--- src/rtl/sched_pkg.sv ---
// Shared definitions for the program-driven schedule sequencer and its program generator.
// Covers the state encoding, the control-word width and the field offsets.
package sched_pkg;

  localparam int unsigned N_FU_DEF  = 3;
  localparam int unsigned SEL_W_DEF = 4;
  localparam int unsigned OP_W_DEF  = 2;
  localparam int unsigned N_REG_DEF = 6;
  localparam int unsigned DEPTH_DEF = 16;

  typedef enum logic [1:0] {
    ST_IDLE = 2'd0,
    ST_RUN  = 2'd1,
    ST_DONE = 2'd2
  } state_e;

  function automatic int unsigned cw_w(int unsigned n_fu, int unsigned sel_w,
                                       int unsigned op_w, int unsigned n_reg);
    return 2 * n_fu * sel_w + n_fu * op_w + n_reg + 2;
  endfunction

  // Field offsets, LSB up: sel1, sel2, op, reg_en, result_en, last.
  function automatic int unsigned sel1_lsb();
    return 0;
  endfunction

  function automatic int unsigned sel2_lsb(int unsigned n_fu, int unsigned sel_w);
    return n_fu * sel_w;
  endfunction

  function automatic int unsigned op_lsb(int unsigned n_fu, int unsigned sel_w);
    return 2 * n_fu * sel_w;
  endfunction

  function automatic int unsigned ren_lsb(int unsigned n_fu, int unsigned sel_w,
                                          int unsigned op_w);
    return 2 * n_fu * sel_w + n_fu * op_w;
  endfunction

  function automatic int unsigned res_bit(int unsigned n_fu, int unsigned sel_w,
                                          int unsigned op_w, int unsigned n_reg);
    return 2 * n_fu * sel_w + n_fu * op_w + n_reg;
  endfunction

  function automatic int unsigned last_bit(int unsigned n_fu, int unsigned sel_w,
                                           int unsigned op_w, int unsigned n_reg);
    return 2 * n_fu * sel_w + n_fu * op_w + n_reg + 1;
  endfunction

endpackage

--- src/rtl/sched_prog_mem.sv ---
// Program store: DEPTH control words, synchronous write, asynchronous read.
// Not reset; contents are meaningless until loaded.
module sched_prog_mem
  import sched_pkg::*;
#(
  parameter int unsigned DEPTH  = DEPTH_DEF,
  parameter int unsigned STEP_W = $clog2(DEPTH),
  parameter int unsigned CW_W   = cw_w(N_FU_DEF, SEL_W_DEF, OP_W_DEF, N_REG_DEF)
) (
  input  logic              clk,
  input  logic              we,
  input  logic [STEP_W-1:0] waddr,
  input  logic [CW_W-1:0]   wdata,
  input  logic [STEP_W-1:0] raddr,
  output logic [CW_W-1:0]   rdata
);

  logic [CW_W-1:0] mem_q [DEPTH];

  always_ff @(posedge clk) begin
    if (we) begin
      mem_q[waddr] <= wdata;
    end
  end

  assign rdata = mem_q[raddr];

endmodule

--- src/rtl/sched_sequencer.sv ---
// Issues one control word per cycle from the program store to the shared datapath,
// under the host start/op_ready/done handshake with stall and abort.
module sched_sequencer
  import sched_pkg::*;
#(
  parameter int unsigned N_FU   = N_FU_DEF,
  parameter int unsigned SEL_W  = SEL_W_DEF,
  parameter int unsigned OP_W   = OP_W_DEF,
  parameter int unsigned N_REG  = N_REG_DEF,
  parameter int unsigned DEPTH  = DEPTH_DEF,
  parameter int unsigned STEP_W = $clog2(DEPTH),
  parameter int unsigned CW_W   = cw_w(N_FU, SEL_W, OP_W, N_REG)
) (
  input  logic                   clk,
  input  logic                   rst,
  input  logic                   start,
  input  logic                   abort,
  input  logic                   stall,
  input  logic                   prog_we,
  input  logic [STEP_W-1:0]      prog_addr,
  input  logic [CW_W-1:0]        prog_data,
  output logic                   op_ready,
  output logic                   busy,
  output logic [STEP_W-1:0]      step,
  output logic [N_FU*SEL_W-1:0]  fu_sel1,
  output logic [N_FU*SEL_W-1:0]  fu_sel2,
  output logic [N_FU*OP_W-1:0]   fu_op,
  output logic [N_REG-1:0]       reg_en,
  output logic                   result_en,
  output logic                   done
);

  localparam int unsigned SEL_TOT  = N_FU * SEL_W;
  localparam int unsigned OP_TOT   = N_FU * OP_W;
  localparam int unsigned SEL1_LSB = sel1_lsb();
  localparam int unsigned SEL2_LSB = sel2_lsb(N_FU, SEL_W);
  localparam int unsigned OP_LSB   = op_lsb(N_FU, SEL_W);
  localparam int unsigned REN_LSB  = ren_lsb(N_FU, SEL_W, OP_W);
  localparam int unsigned RES_BIT  = res_bit(N_FU, SEL_W, OP_W, N_REG);
  localparam int unsigned LAST_BIT = last_bit(N_FU, SEL_W, OP_W, N_REG);
  localparam logic [STEP_W-1:0] PC_MAX = STEP_W'(DEPTH - 1);

  state_e            state_q, state_d;
  logic [STEP_W-1:0] pc_q, pc_d;
  logic [CW_W-1:0]   word_c;
  logic              mem_we_c;

  // Program writes are only accepted while idle.
  assign mem_we_c = prog_we && (state_q == ST_IDLE);

  sched_prog_mem #(
    .DEPTH  (DEPTH),
    .STEP_W (STEP_W),
    .CW_W   (CW_W)
  ) u_prog_mem (
    .clk   (clk),
    .we    (mem_we_c),
    .waddr (prog_addr),
    .wdata (prog_data),
    .raddr (pc_q),
    .rdata (word_c)
  );

  always_ff @(posedge clk or posedge rst) begin
    if (rst) begin
      state_q <= ST_IDLE;
      pc_q    <= '0;
    end else begin
      state_q <= state_d;
      pc_q    <= pc_d;
    end
  end

  always_comb begin
    state_d   = state_q;
    pc_d      = pc_q;
    op_ready  = 1'b0;
    busy      = 1'b0;
    step      = '0;
    fu_sel1   = '0;
    fu_sel2   = '0;
    fu_op     = '0;
    reg_en    = '0;
    result_en = 1'b0;
    done      = 1'b0;

    unique case (state_q)
      ST_IDLE: begin
        op_ready = 1'b1;
        pc_d     = '0;
        if (start) begin
          state_d = ST_RUN;
        end
      end

      ST_RUN: begin
        // Abort outranks stall and last, and silences the datapath this cycle.
        if (abort) begin
          state_d = ST_IDLE;
          pc_d    = '0;
        end else begin
          busy    = 1'b1;
          step    = pc_q;
          fu_sel1 = word_c[SEL1_LSB +: SEL_TOT];
          fu_sel2 = word_c[SEL2_LSB +: SEL_TOT];
          fu_op   = word_c[OP_LSB +: OP_TOT];
          if (!stall) begin
            reg_en    = word_c[REN_LSB +: N_REG];
            result_en = word_c[RES_BIT];
            // The top address ends the schedule even without a last flag.
            if (word_c[LAST_BIT] || (pc_q == PC_MAX)) begin
              state_d = ST_DONE;
              pc_d    = '0;
            end else begin
              pc_d = pc_q + STEP_W'(1);
            end
          end
        end
      end

      ST_DONE: begin
        done    = 1'b1;
        state_d = ST_IDLE;
        pc_d    = '0;
      end

      default: begin
        state_d = ST_IDLE;
        pc_d    = '0;
      end
    endcase
  end

endmodule

--- config.mk ---
export PLATFORM = sky130hd
export DESIGN_NAME = sched_sequencer
export DESIGN_NICKNAME = d
export VERILOG_FILES = /design/src/rtl/sched_pkg.sv /design/src/rtl/sched_prog_mem.sv /design/src/rtl/sched_sequencer.sv
export SDC_FILE = /design/constraint.sdc
export NUM_CORES = 1
export LEC_CHECK = 0
export CORE_UTILIZATION = 35
export CTS_BUF_LIST = sky130_fd_sc_hd__clkbuf_8
export DETAILED_ROUTE_END_ITERATION = 10
export GPL_ROUTABILITY_DRIVEN = 0
export RECOVER_POWER = 50
export SLEW_MARGIN = 20
export SYNTH_ARGS = -nofsm -noshare
export SYNTH_HDL_FRONTEND = slang
export SYNTH_SLANG_ARGS = --single-unit
--- constraint.sdc ---
create_clock -name clk -period 5.8 [get_ports clk]
set_clock_uncertainty 0.1 [all_clocks]
set_input_delay 1.16 -clock clk [delete_from_list [all_inputs] [get_ports clk]]
set_output_delay 1.16 -clock clk [all_outputs]
set_load 0.05 [all_outputs]
### After elaboration in Yosys (flattened, before gate mapping)

Memories as Yosys holds them, arrays and structs flattened.
Cells that the tools add are included.

| storage, ports and cells | value |
|---|---|
| bits in registers | 6 |
| bits in writable memories | 608 |
| bits of input ports | 48 |
| output and inout port bits | 44 |
| logic and storage cells | 43 |
| memories kept | 1 |

Memories:

| name | words | width | read ports | clocked after memory_dff | wr ports | line | source |
|---|---|---|---|---|---|---|---|
| u_prog_mem.mem_q | 16 | 38 | 1 | 0 | 1 | sched_prog_mem.sv:18 | `logic [CW_W-1:0] mem_q [DEPTH];` |

| operators by class | value |
|---|---|
| add/sub/neg operators | 1 |
| equal/unequal tests | 6 |
| multiplexer cells | 29 |
| reductions and logical operators | 4 |

Operator list:

| operator | count |
|---|---|
| $mux W12 | 4 |
| $mux W6 | 5 |
| $mux W4 | 6 |
| $mux W1 | 9 |
| $mux W2 | 4 |
| $ne A3 B3 Y1 const B | 2 |
| $add A4 B1 Y4 const B | 1 |
| $eq A4 B4 Y1 const B | 1 |
| $pmux W2 S2 | 1 |
| $reduce_and A3 Y1 | 1 |
| $eq A2 B1 Y1 const B | 1 |
| $eq A2 B2 Y1 const B | 1 |
| $logic_not A2 Y1 | 1 |
| $ne A2 B2 Y1 const B | 1 |
| $logic_and A1 B1 Y1 | 1 |
| $logic_or A1 B1 Y1 | 1 |

### Depth between registers and ports, before layout

Gate-level depths: netlist (run 1).

| depth | value |
|---|---|
| depth in word-level cells | 6 |
| mapped depth | 7 |
| mapped depth without buffers | 5 |

### By module

A second synthesis (run 1) with hierarchy kept.

| unflattened totals | value |
|---|---|
| cell total of the unflattened synthesis | 1032 |
| area total of the unflattened synthesis | 23445.0 um2 |

By module, submodules not included:

| module | instances | cells an instance | area each (um2) | seq. area each (um2) |
|---|---|---|---|---|
| sched_prog_mem | 1 | 951 | 22809.4 | 18257.5 |
| sched_sequencer | 1 | 81 | 635.6 | 150.1 |

### Least setup slack after synthesis (run 1)

No wires, ideal clock.

| timing path | value |
|---|---|
| path type | register to register |
| start point | register state_q[0] |
| end point | memory u_prog_mem.mem_q[0][0] (netlist bit) (enable) |
| setup time | 0.481 ns |
| data arrival time | 4.314 ns |
| required time | 5.219 ns |
| setup slack | 0.905 ns |
| cell stages (with the launch flop) | 5 |
| buffers on the path | 0 |
| clock period less this slack | 4.895 ns |
| cell sequence | dfrtp_1 nor2_1 nand2_1 or3_1 nor3_1 |

| on the way | value |
|---|---|
| longest elaborated chain between the ends | 4 |

Ends and longest elaborated chain:

| what | line | source |
|---|---|---|
| start, declared | sched_sequencer.sv:43 | `state_e state_q, state_d;` |
| start signal, assigned | sched_sequencer.sv:69 | `state_q <= state_d;` |
| $logic_not A2 Y1 | sched_sequencer.sv:49 | `assign mem_we_c = prog_we && (state_q == ST_IDLE);` |
| $logic_and A1 B1 Y1 | sched_sequencer.sv:49 |  |
| $mux W1 | sched_prog_mem.sv:21 | `if (we) begin` |
| $mux W1 (implied by the code) | sched_prog_mem.sv:22 | `mem_q[waddr] <= wdata;` |
| end, declared | sched_prog_mem.sv:18 |  |

No other way between the ends.

### Worst setup path in the final report (run 1)

| timing path | value |
|---|---|
| start point | register pc_q[0] |
| end point | output fu_sel1[2] |

| on the way | value |
|---|---|
| longest elaborated chain between the ends | 3 |

Ends and longest elaborated chain:

| what | line | source |
|---|---|---|
| start, declared | sched_sequencer.sv:44 | `logic [STEP_W-1:0] pc_q, pc_d;` |
| start signal, assigned | sched_sequencer.sv:70 | `pc_q <= pc_d;` |
| $mem_v2 Z16 W38 | -- |  |
| $mux W12 | sched_sequencer.sv:98 | `if (abort) begin` |
| $mux W12 | sched_sequencer.sv:87 | `unique case (state_q)` |
| end, declared | sched_sequencer.sv:25 | `output logic [N_FU*SEL_W-1:0] fu_sel1,` |

No other way between the ends.

==> impl_metrics.prom, run 1 <==
# TYPE chip_impl_metric gauge
chip_impl_info{name="run_status",value="finished, violations left"} 1
chip_impl_info{name="failed_checks",value="max-capacitance violations, max-slew violations"} 1
chip_impl_metric{name="synth.avg_cell_area",unit="um^2"} 24.7
chip_impl_metric{name="synthesis.nets",unit=""} 1005
chip_impl_metric{name="critical_path_peak_fanout",unit=""} 41
chip_impl_info{name="most-common-layout-cells",value="sky130_fd_sc_hd__edfxtp_1 (608), sky130_fd_sc_hd__mux4_2 (177), sky130_fd_sc_hd__clkbuf_8 (95), sky130_fd_sc_hd__clkdlybuf4s50_1 (51), sky130_fd_sc_hd__dlygate4sd3_1 (40)"} 1
chip_impl_metric{name="cts_inserted_buffers",unit=""} 92
chip_impl_metric{name="io-pin-count",unit=""} 92
chip_impl_metric{name="buffer_count_from_post_cts_setup_fixing",unit=""} 0
chip_impl_metric{name="drt_drc_violations_left",unit=""} 0
chip_impl_metric{name="max_cap_violation_count",unit=""} 1
chip_impl_info{name="ctsRootBufferMaster",value="sky130_fd_sc_hd__clkbuf_8"} 1
chip_impl_info{name="crit_slowest_cell",value="sky130_fd_sc_hd__dfrtp_4"} 1
chip_impl_metric{name="number_of_different_library_cells_in_the_post_synthesis_netlist",unit=""} 33
chip_impl_info{name="tritoncts_clock_tree",value="yes"} 1
chip_impl_info{name="mostFrequentLayoutCell",value="sky130_fd_sc_hd__edfxtp_1"} 1
chip_impl_metric{name="relative_slew_slack",unit=""} -0.00805
chip_impl_metric{name="worst_pin_slew",unit="ns"} 1.51
chip_impl_metric{name="yosysSeqAreaShare",unit=""} 0.781
chip_impl_info{name="rsz_0062_raised_after_global_routing",value="false"} 1
chip_impl_metric{name="netlist_area",unit="um^2"} 23600
chip_impl_metric{name="layout.core_utilization",unit=""} 0.413
chip_impl_info{name="cp_cell_sequence",value="buf_12 > mux4_2 > mux4_2 > and2_1 > clkdlybuf4s50_1"} 1
chip_impl_metric{name="area.growth.synth_to_final",unit="%"} 16.0
chip_impl_metric{name="pre_cts_ws",unit="ns"} 1.06
chip_impl_metric{name="cts_hold_buffers",unit=""} 0
chip_impl_metric{name="worst_ir_drop_vdd",unit="mV"} 0.136
chip_impl_metric{name="final_net_count",unit=""} 1176
chip_impl_info{name="critPathKind",value="register to output port"} 1
chip_impl_metric{name="grt_overflow",unit=""} 0
chip_impl_metric{name="dp.final_hpwl",unit="um"} 26000
chip_impl_metric{name="grt_max_degree",unit=""} 64
chip_impl_metric{name="place_inst",unit=""} 1897
chip_impl_metric{name="grt_use_total",unit=""} 0.157
chip_impl_info{name="cpMostUsedCell",value="sky130_fd_sc_hd__mux4_2"} 1
chip_impl_metric{name="cts.repair.resized",unit=""} 0
chip_impl_info{name="post-synth-top-area-cell",value="sky130_fd_sc_hd__edfxtp_1"} 1
chip_impl_metric{name="post_drt_via_cell_ratio",unit=""} 5.12
chip_impl_metric{name="finalCriticalPeriod",unit="ns"} 5.37
chip_impl_metric{name="layout-drive-gt1-share",unit=""} 0.284
chip_impl_metric{name="final_critical_path_setup_slack",unit="ns"} 0.434
chip_impl_metric{name="synth_async_sr_flop_share",unit=""} 0.00977
chip_impl_metric{name="setup-violations-final",unit=""} 0
chip_impl_metric{name="post-route-period-util",unit=""} 0.925
chip_impl_metric{name="yosys.area.top_type_share",unit=""} 0.774
chip_impl_metric{name="setup_tns_after_final_layout",unit="ns"} 0
chip_impl_metric{name="die_h",unit="um"} 262
chip_impl_metric{name="number_of_register_bits_inferred_by_synthesis",unit=""} 614
chip_impl_info{name="post_synth_main_area_contributors",value="sky130_fd_sc_hd__edfxtp_1 (77%), sky130_fd_sc_hd__mux4_2 (17%), sky130_fd_sc_hd__mux4_1 (1.0%), sky130_fd_sc_hd__and2_1 (0.93%), sky130_fd_sc_hd__dfrtp_1 (0.64%)"} 1
chip_impl_metric{name="power_leakage",unit="nW"} 8.25
chip_impl_metric{name="core.rowCount",unit=""} 94
chip_impl_info{name="critical_path.top_delay_family",value="multiplexers"} 1
chip_impl_metric{name="antenna_found_initial",unit=""} 10
chip_impl_metric{name="cts_num_sinks",unit=""} 614
chip_impl_info{name="worst_setup_path_end_kind",value="output port"} 1
chip_impl_metric{name="maxClockFrequency",unit="GHz"} 0.186
chip_impl_metric{name="ctsHtreeMaxLevel",unit=""} 3
chip_impl_metric{name="hold_violations",unit=""} 0
chip_impl_metric{name="worst_ep_required_time",unit="ns"} 4.54
chip_impl_metric{name="final-instance-count-excl-fill",unit=""} 2059
chip_impl_metric{name="detail_route.iter0.violations",unit=""} 1046
chip_impl_metric{name="cp.arrival",unit="ns"} 4.11
chip_impl_metric{name="antenna_left",unit=""} 0
chip_impl_metric{name="design.core.area",unit="um^2"} 66200
chip_impl_metric{name="fp.dieArea",unit="um^2"} 68400
chip_impl_info{name="critical_path.startpoint_type",value="register"} 1
chip_impl_info{name="min-delay-path-class",value="register to register"} 1
chip_impl_metric{name="routedWlPerCell",unit="um"} 25.4
chip_impl_metric{name="synthesis.yosys.warnings",unit=""} 0
chip_impl_metric{name="route.vias.total",unit=""} 10537
chip_impl_metric{name="first_global_vias",unit=""} 11046
chip_impl_metric{name="cts.clk_slew.worst_paths",unit="ns"} 0.06
chip_impl_metric{name="initial_core_util",unit=""} 0.356
chip_impl_metric{name="drt_pre_antenna_iters",unit=""} 5
chip_impl_metric{name="die_width",unit="um"} 262
chip_impl_metric{name="power-per-cell-area",unit="nW/um^2"} 321
chip_impl_metric{name="cp.buffers_inverters",unit=""} 2
chip_impl_metric{name="drt-total-wl",unit="um"} 52200
chip_impl_metric{name="rrSetupSlack",unit="ns"} 2.71
chip_impl_metric{name="port-buffer-count",unit=""} 91
chip_impl_metric{name="insertion_delay",unit="ns"} 0.65
chip_impl_metric{name="cpPeakStageDelay",unit="ns"} 0.94
chip_impl_metric{name="number_of_flops_mapped_to_enable_cells_by_yosys",unit=""} 608
chip_impl_metric{name="cts_buffer_depth",unit=""} 3
chip_impl_info{name="synth_ff_type",value="sky130_fd_sc_hd__edfxtp_1"} 1
chip_impl_metric{name="finalMaxSlewViolations",unit=""} 18
chip_impl_metric{name="synth_cells",unit=""} 956
chip_impl_metric{name="wire_length_of_the_first_global_routing_pass",unit="um"} 76500
layer usage:
metal / vias up / GRT usage / routed length (um)
met5: - / 0 / 32
met4: 6 / 0.0526 / 950
met3: 74 / 0.0297 / 2890
met2: 298 / 0.247 / 25100
met1: 5698 / 0.220 / 23200
li1: 4461 / - / -
cell usage after synthesis (4+ instances only):
master                     instances
sky130_fd_sc_hd__nor3_1            5
sky130_fd_sc_hd__buf_2             6
sky130_fd_sc_hd__buf_6            13
sky130_fd_sc_hd__mux2i_1           5
sky130_fd_sc_hd__mux4_2          177
sky130_fd_sc_hd__nand2b_1          4
sky130_fd_sc_hd__dfrtp_1           6
sky130_fd_sc_hd__nor2b_1          10
sky130_fd_sc_hd__and2_1           35
sky130_fd_sc_hd__nand2_1           9
sky130_fd_sc_hd__edfxtp_1        608
sky130_fd_sc_hd__nor2_1           15
sky130_fd_sc_hd__buf_1             7
sky130_fd_sc_hd__clkbuf_1         21
sky130_fd_sc_hd__mux4_1            9
state kept, by name, summed over array words and instances (netlist names):
name	cells
u_prog_mem.mem_q	608
pc_q	4
state_q	2
worst min-delay path, stage by stage (launching register included):
cell and delay [ns]:
sky130_fd_sc_hd__dfrtp_1 0.36, sky130_fd_sc_hd__nor2_1 0.08, sky130_fd_sc_hd__a21oi_1 0.15, sky130_fd_sc_hd__nand2_1 0.06
layout make-up:
class	instances	area (um^2)
Clock inverter	64	334
Timing Repair Buffer	127	1240
Tap cell	864	1080
Antenna cell	3	7.51
Clock buffer	95	1310
Fill cell	5697	38900
Multi-Input combinational cell	291	4960
Sequential cell	614	18400
Inverter	1	3.75
final timing paths:
kind / to / cells past startpoint / startpoint
hold reg to reg: state_q[0] / 3 / state_q[0]
setup reg to reg: u_prog_mem.mem_q[1][11] / 6 / state_q[0]
setup / recovery: fu_sel1[2] / 5 / pc_q[0]
min in group asynchronous: state_q[0] / 2 / rst
hold / removal: state_q[0] / 3 / state_q[0]
max in group asynchronous: pc_q[3] / 2 / rst
per-stage QoR:
stage	instance area, um^2	power [mW]	hold slack, ns
finish	27400	8.79	0.588
global route	27400	9.12	0.684
CTS	27400	8.91	0.563
detailed placement	25700	5.69	0.590
global placement	25700	5.68	0.578
floorplan	23600	5.45	0.503
logic make-up (layout without fill, tap and decap cells):
family | count (synthesis) | count (layout) | share of synthesized area
AND/OR/NAND/NOR | 87 | 87 | 0.0207
flip-flops | 614 | 614 | 0.781
AO/OA/AOI/OAI | 10 | 10 | 0.00265
other | 0 | 3 | 0
multiplexers | 193 | 193 | 0.182
buffers and inverters | 51 | 287 | 0.0134
adder cells (fa/ha/maj) | 1 | 1 | 0.000530
power breakdown:
group          total, mW  internal, mW  leakage, nW  switching, mW
combinational      0.601         0.258         1.76          0.343
sequential          4.97          4.94         5.55         0.0316
clock               3.22          1.64        0.942           1.58
total               8.79          6.84         8.25           1.95
Power figures use the tool's default switching activity.
==> inputs of run 2 (changes only) <==
--- a/config.mk
+++ b/config.mk
@@ -9,8 +9,10 @@
 export CTS_BUF_LIST = sky130_fd_sc_hd__clkbuf_8
 export DETAILED_ROUTE_END_ITERATION = 10
 export GPL_ROUTABILITY_DRIVEN = 0
+export GPL_TIMING_DRIVEN = 0
 export RECOVER_POWER = 50
 export SLEW_MARGIN = 20
 export SYNTH_ARGS = -nofsm -noshare
 export SYNTH_HDL_FRONTEND = slang
+export SYNTH_HIERARCHICAL = 1
 export SYNTH_SLANG_ARGS = --single-unit
==> impl_metrics.prom, run 2 <==
# TYPE chip_impl_metric gauge
chip_impl_metric{name="largest_register_ffs",unit=""} 608
chip_impl_metric{name="cts_hold_buffers",unit=""} 0
chip_impl_metric{name="cts_buffer_depth",unit=""} 3
chip_impl_info{name="rsz_0062_raised_after_global_routing",value="false"} 1
chip_impl_metric{name="first_global_vias",unit=""} 12069
chip_impl_info{name="synth_most_common_cell",value="sky130_fd_sc_hd__edfxtp_1"} 1
chip_impl_metric{name="drt-total-wl",unit="um"} 55400
chip_impl_metric{name="drt_pre_antenna_iters",unit=""} 8
chip_impl_metric{name="p_total",unit="mW"} 8.63
chip_impl_info{name="hold_start",value="pc_q[3]"} 1
chip_impl_metric{name="antenna_left",unit=""} 0
chip_impl_metric{name="number_of_flops_mapped_to_enable_cells_by_yosys",unit=""} 608
chip_impl_metric{name="setup_tns_after_final_layout",unit="ns"} 0
chip_impl_metric{name="area.growth.synth_to_final",unit="%"} 19.9
chip_impl_metric{name="number_of_register_bits_inferred_by_synthesis",unit=""} 614
chip_impl_info{name="post_synth_main_area_contributors",value="sky130_fd_sc_hd__edfxtp_1 (78%), sky130_fd_sc_hd__mux4_2 (15%), sky130_fd_sc_hd__a22oi_1 (2.4%), sky130_fd_sc_hd__and2_1 (1.1%), sky130_fd_sc_hd__nand2_1 (0.72%)"} 1
chip_impl_metric{name="ff2ff_path_depth",unit=""} 7
chip_impl_metric{name="antenna_found_initial",unit=""} 6
chip_impl_metric{name="final-instance-count-excl-fill",unit=""} 2207
chip_impl_info{name="top_regs",value="u_prog_mem/mem_q x608, pc_q x4, state_q x2"} 1
chip_impl_info{name="endpoint_of_the_lowest_slack_register_to_register_path",value="u_prog_mem/mem_q[0][32]"} 1
chip_impl_info{name="synth_top_family_by_area",value="multiplexers"} 1
chip_impl_info{name="cp_cell_sequence",value="nor2b_1 > clkbuf_1 > clkbuf_1 > a22oi_1 > nand2_1 > and2_1 > clkdlybuf4s50_1"} 1
chip_impl_info{name="min-delay-path-class",value="register to register"} 1
chip_impl_metric{name="yosys.area.top_type_share",unit=""} 0.779
chip_impl_metric{name="max_cap_violation_count",unit=""} 0
chip_impl_metric{name="post-route-period-util",unit=""} 0.951
chip_impl_metric{name="rrSetupSlack",unit="ns"} 2.00
chip_impl_metric{name="hold_violations",unit=""} 0
chip_impl_metric{name="setup-violations-final",unit=""} 0
chip_impl_info{name="critical_path.reg2reg.startpoint",value="state_q[0]"} 1
chip_impl_info{name="worst_hold_path.endpoint",value="pc_q[3]"} 1
chip_impl_metric{name="insertion_delay",unit="ns"} 0.66
chip_impl_metric{name="hold_depth",unit=""} 2
chip_impl_info{name="largest_reg_by_ff_count",value="u_prog_mem/mem_q"} 1
chip_impl_metric{name="pre_cts_ws",unit="ns"} 0.960
chip_impl_metric{name="layout.core_utilization",unit=""} 0.426
chip_impl_metric{name="initial_core_util",unit=""} 0.355
chip_impl_metric{name="worst_ir_drop_vdd",unit="mV"} 0.142
chip_impl_metric{name="maxClockFrequency",unit="GHz"} 0.181
chip_impl_metric{name="compound_gate_portion_of_the_synthesized_area",unit=""} 0.0259
chip_impl_metric{name="synthesis.yosys.warnings",unit=""} 6
chip_impl_metric{name="port-buffer-count",unit=""} 91
chip_impl_metric{name="buffer_count_from_post_cts_setup_fixing",unit=""} 0
chip_impl_metric{name="power-per-cell-area",unit="nW/um^2"} 307
chip_impl_metric{name="fillCellCount",unit=""} 5631
chip_impl_info{name="most-common-layout-cells",value="sky130_fd_sc_hd__edfxtp_1 (608), sky130_fd_sc_hd__mux4_2 (152), sky130_fd_sc_hd__clkbuf_8 (97), sky130_fd_sc_hd__a22oi_1 (76), sky130_fd_sc_hd__clkdlybuf4s50_1 (52)"} 1
chip_impl_metric{name="cpPeakStageDelay",unit="ns"} 0.84
chip_impl_metric{name="wire_length_of_the_first_global_routing_pass",unit="um"} 80800
chip_impl_metric{name="place_inst",unit=""} 2035
chip_impl_metric{name="ctsHtreeMaxLevel",unit=""} 3
chip_impl_metric{name="grt_use_total",unit=""} 0.167
chip_impl_metric{name="grt_overflow",unit=""} 0
chip_impl_info{name="post-synth-top-area-cell",value="sky130_fd_sc_hd__edfxtp_1"} 1
chip_impl_metric{name="core.rowCount",unit=""} 94
chip_impl_info{name="tritoncts_clock_tree",value="yes"} 1
chip_impl_metric{name="synth_cells",unit=""} 1032
chip_impl_metric{name="post_synth_xor_area_fraction",unit=""} 0
chip_impl_metric{name="io-pin-count",unit=""} 92
chip_impl_metric{name="final_net_count",unit=""} 1317
chip_impl_metric{name="synth.avg_cell_area",unit="um^2"} 22.7
chip_impl_info{name="run_status",value="finished, violations left"} 1
chip_impl_metric{name="die_width",unit="um"} 261
chip_impl_metric{name="netlist_area",unit="um^2"} 23400
chip_impl_metric{name="route.vias.total",unit=""} 11463
chip_impl_metric{name="yosysSeqAreaShare",unit=""} 0.785
chip_impl_metric{name="die_h",unit="um"} 261
chip_impl_metric{name="relative_slew_slack",unit=""} 0.0632
chip_impl_info{name="ctsRootBufferMaster",value="sky130_fd_sc_hd__clkbuf_8"} 1
chip_impl_metric{name="design.core.area",unit="um^2"} 66000
chip_impl_info{name="critical_path.startpoint_type",value="register"} 1
chip_impl_metric{name="critical_path_peak_fanout",unit=""} 10
chip_impl_info{name="critPathKind",value="register to output port"} 1
chip_impl_metric{name="cts.repair.resized",unit=""} 0
chip_impl_info{name="failed_checks",value="design-rule violations"} 1
chip_impl_metric{name="finalCriticalPeriod",unit="ns"} 5.52
chip_impl_info{name="worst_setup_path_end_kind",value="output port"} 1
chip_impl_metric{name="synth_async_sr_flop_share",unit=""} 0.00977
chip_impl_metric{name="power_leakage",unit="nW"} 8.77
chip_impl_metric{name="yosys.area_share.adder",unit=""} 0.000534
chip_impl_info{name="synth_top_cells_by_count",value="sky130_fd_sc_hd__edfxtp_1 (608), sky130_fd_sc_hd__mux4_2 (152), sky130_fd_sc_hd__a22oi_1 (76)"} 1
chip_impl_metric{name="post_drt_via_cell_ratio",unit=""} 5.19
chip_impl_metric{name="drt_drc_violations_left",unit=""} 6
chip_impl_metric{name="number_of_different_library_cells_in_the_post_synthesis_netlist",unit=""} 29
chip_impl_metric{name="cts_inserted_buffers",unit=""} 95
chip_impl_metric{name="final_critical_path_setup_slack",unit="ns"} 0.283
chip_impl_metric{name="finalMaxSlewViolations",unit=""} 0
chip_impl_metric{name="fraction_of_synthesized_area_in_multiplexers",unit=""} 0.146
chip_impl_metric{name="worst_pin_slew",unit="ns"} 1.40
chip_impl_metric{name="detail_route.iter0.violations",unit=""} 954
chip_impl_metric{name="layout-drive-gt1-share",unit=""} 0.269
chip_impl_metric{name="routedWlPerCell",unit="um"} 25.1
chip_impl_metric{name="dp.final_hpwl",unit="um"} 36000
chip_impl_metric{name="cts_num_sinks",unit=""} 614
chip_impl_metric{name="fp.dieArea",unit="um^2"} 68000
chip_impl_metric{name="synthesis.nets",unit=""} 1081
chip_impl_info{name="crit_slowest_cell",value="sky130_fd_sc_hd__clkbuf_1"} 1
chip_impl_metric{name="synth_simple_gate_area_share",unit=""} 0.0272
chip_impl_metric{name="worst_ep_required_time",unit="ns"} 4.54
chip_impl_info{name="cpMostUsedCell",value="sky130_fd_sc_hd__clkbuf_1"} 1
chip_impl_metric{name="grt_max_degree",unit=""} 20
chip_impl_info{name="synth_ff_type",value="sky130_fd_sc_hd__edfxtp_1"} 1
chip_impl_info{name="mostFrequentLayoutCell",value="sky130_fd_sc_hd__edfxtp_1"} 1
chip_impl_metric{name="cts.clk_slew.worst_paths",unit="ns"} 0.06
chip_impl_metric{name="cp.arrival",unit="ns"} 4.26
==> run 2: cell types whose count changed after synthesis, moves of 6 or more <==
cell                      previous run  this run
sky130_fd_sc_hd__a22oi_1             0        76
sky130_fd_sc_hd__and2_1             35        43
sky130_fd_sc_hd__buf_1               7         1
sky130_fd_sc_hd__buf_2               6        16
sky130_fd_sc_hd__mux4_1              9         0
sky130_fd_sc_hd__mux4_2            177       152
sky130_fd_sc_hd__nand2_1             9        45
sky130_fd_sc_hd__nor2b_1            10         3
==> run 2: area by class of cell <==
| type | instances | area [um^2] | share of cell area |
|---|---|---|---|
| inverter | 2 | 12.5 | 0.000445 |
| tap | 864 | 1080 | 0.0385 |
| clock inverter | 73 | 383 | 0.0136 |
| clock buffer | 97 | 1340 | 0.0475 |
| multi-input combinational | 361 | 4770 | 0.170 |
| antenna | 2 | 5.00 | 0.000178 |
| timing repair buffer | 139 | 1770 | 0.0628 |
| buffer | 55 | 343 | 0.0122 |
| sequential | 614 | 18400 | 0.655 |
==> run 2: power by group <==
group	switching [mW]	internal [mW]	leakage, nW
sequential	0.00973	4.93	5.56
combinational	0.244	0.146	2.20
clock	1.62	1.69	1.01
total	1.87	6.76	8.77
==> run 2: how the worst max path moves through the flow <==
stage	slack, ns	startpoint	to
global placement	-2.84	prog_we	u_prog_mem/mem_q[0][36]
CTS	0.31	pc_q[3]	fu_op[3]
detailed placement	0.96	abort	step[1]
floorplan	0.75	state_q[0]	u_prog_mem/mem_q[0][0]
global route	0.03	pc_q[3]	fu_op[3]
finish	0.28	pc_q[3]	fu_op[3]
==> run 2: kinds of logic after synthesis <==
group,Yosys count
and+or+nand+nor,125
AOI/OAI and AO/OA,83
adders and majority gates,1
muxes,152
buffers and inverters,57
DFF,614
==> run 2: critical path: cells and delay by family (launching register included) <==
family / cells / cell delay, ns
buffers and inverters: 3 / 2.26
AND/OR/NAND/NOR: 3 / 0.52
flip-flops: 1 / 0.49
AO/OA/AOI/OAI: 1 / 0.31
==> run 2: stage by stage <==
stage	area, um^2	hold WS (ns)
after floorplan	23400	0.443
after global placement	25400	0.551
after detailed placement	26400	0.573
after CTS	28100	0.561
after global routing	28100	0.650
final	28100	0.587
==> run 2: layer usage <==
| layer | share of wire | vias to the layer above | global-route usage | wire (um) |
|---|---|---|---|---|
| li1 | - | 4859 | - | - |
| met1 | 0.40 | 6107 | 0.212 | 22300 |
| met2 | 0.50 | 411 | 0.279 | 27900 |
| met3 | 0.072 | 84 | 0.0400 | 3960 |
| met4 | 0.023 | 2 | 0.0567 | 1270 |
| met5 | 0.00023 | - | 0 | 13 |
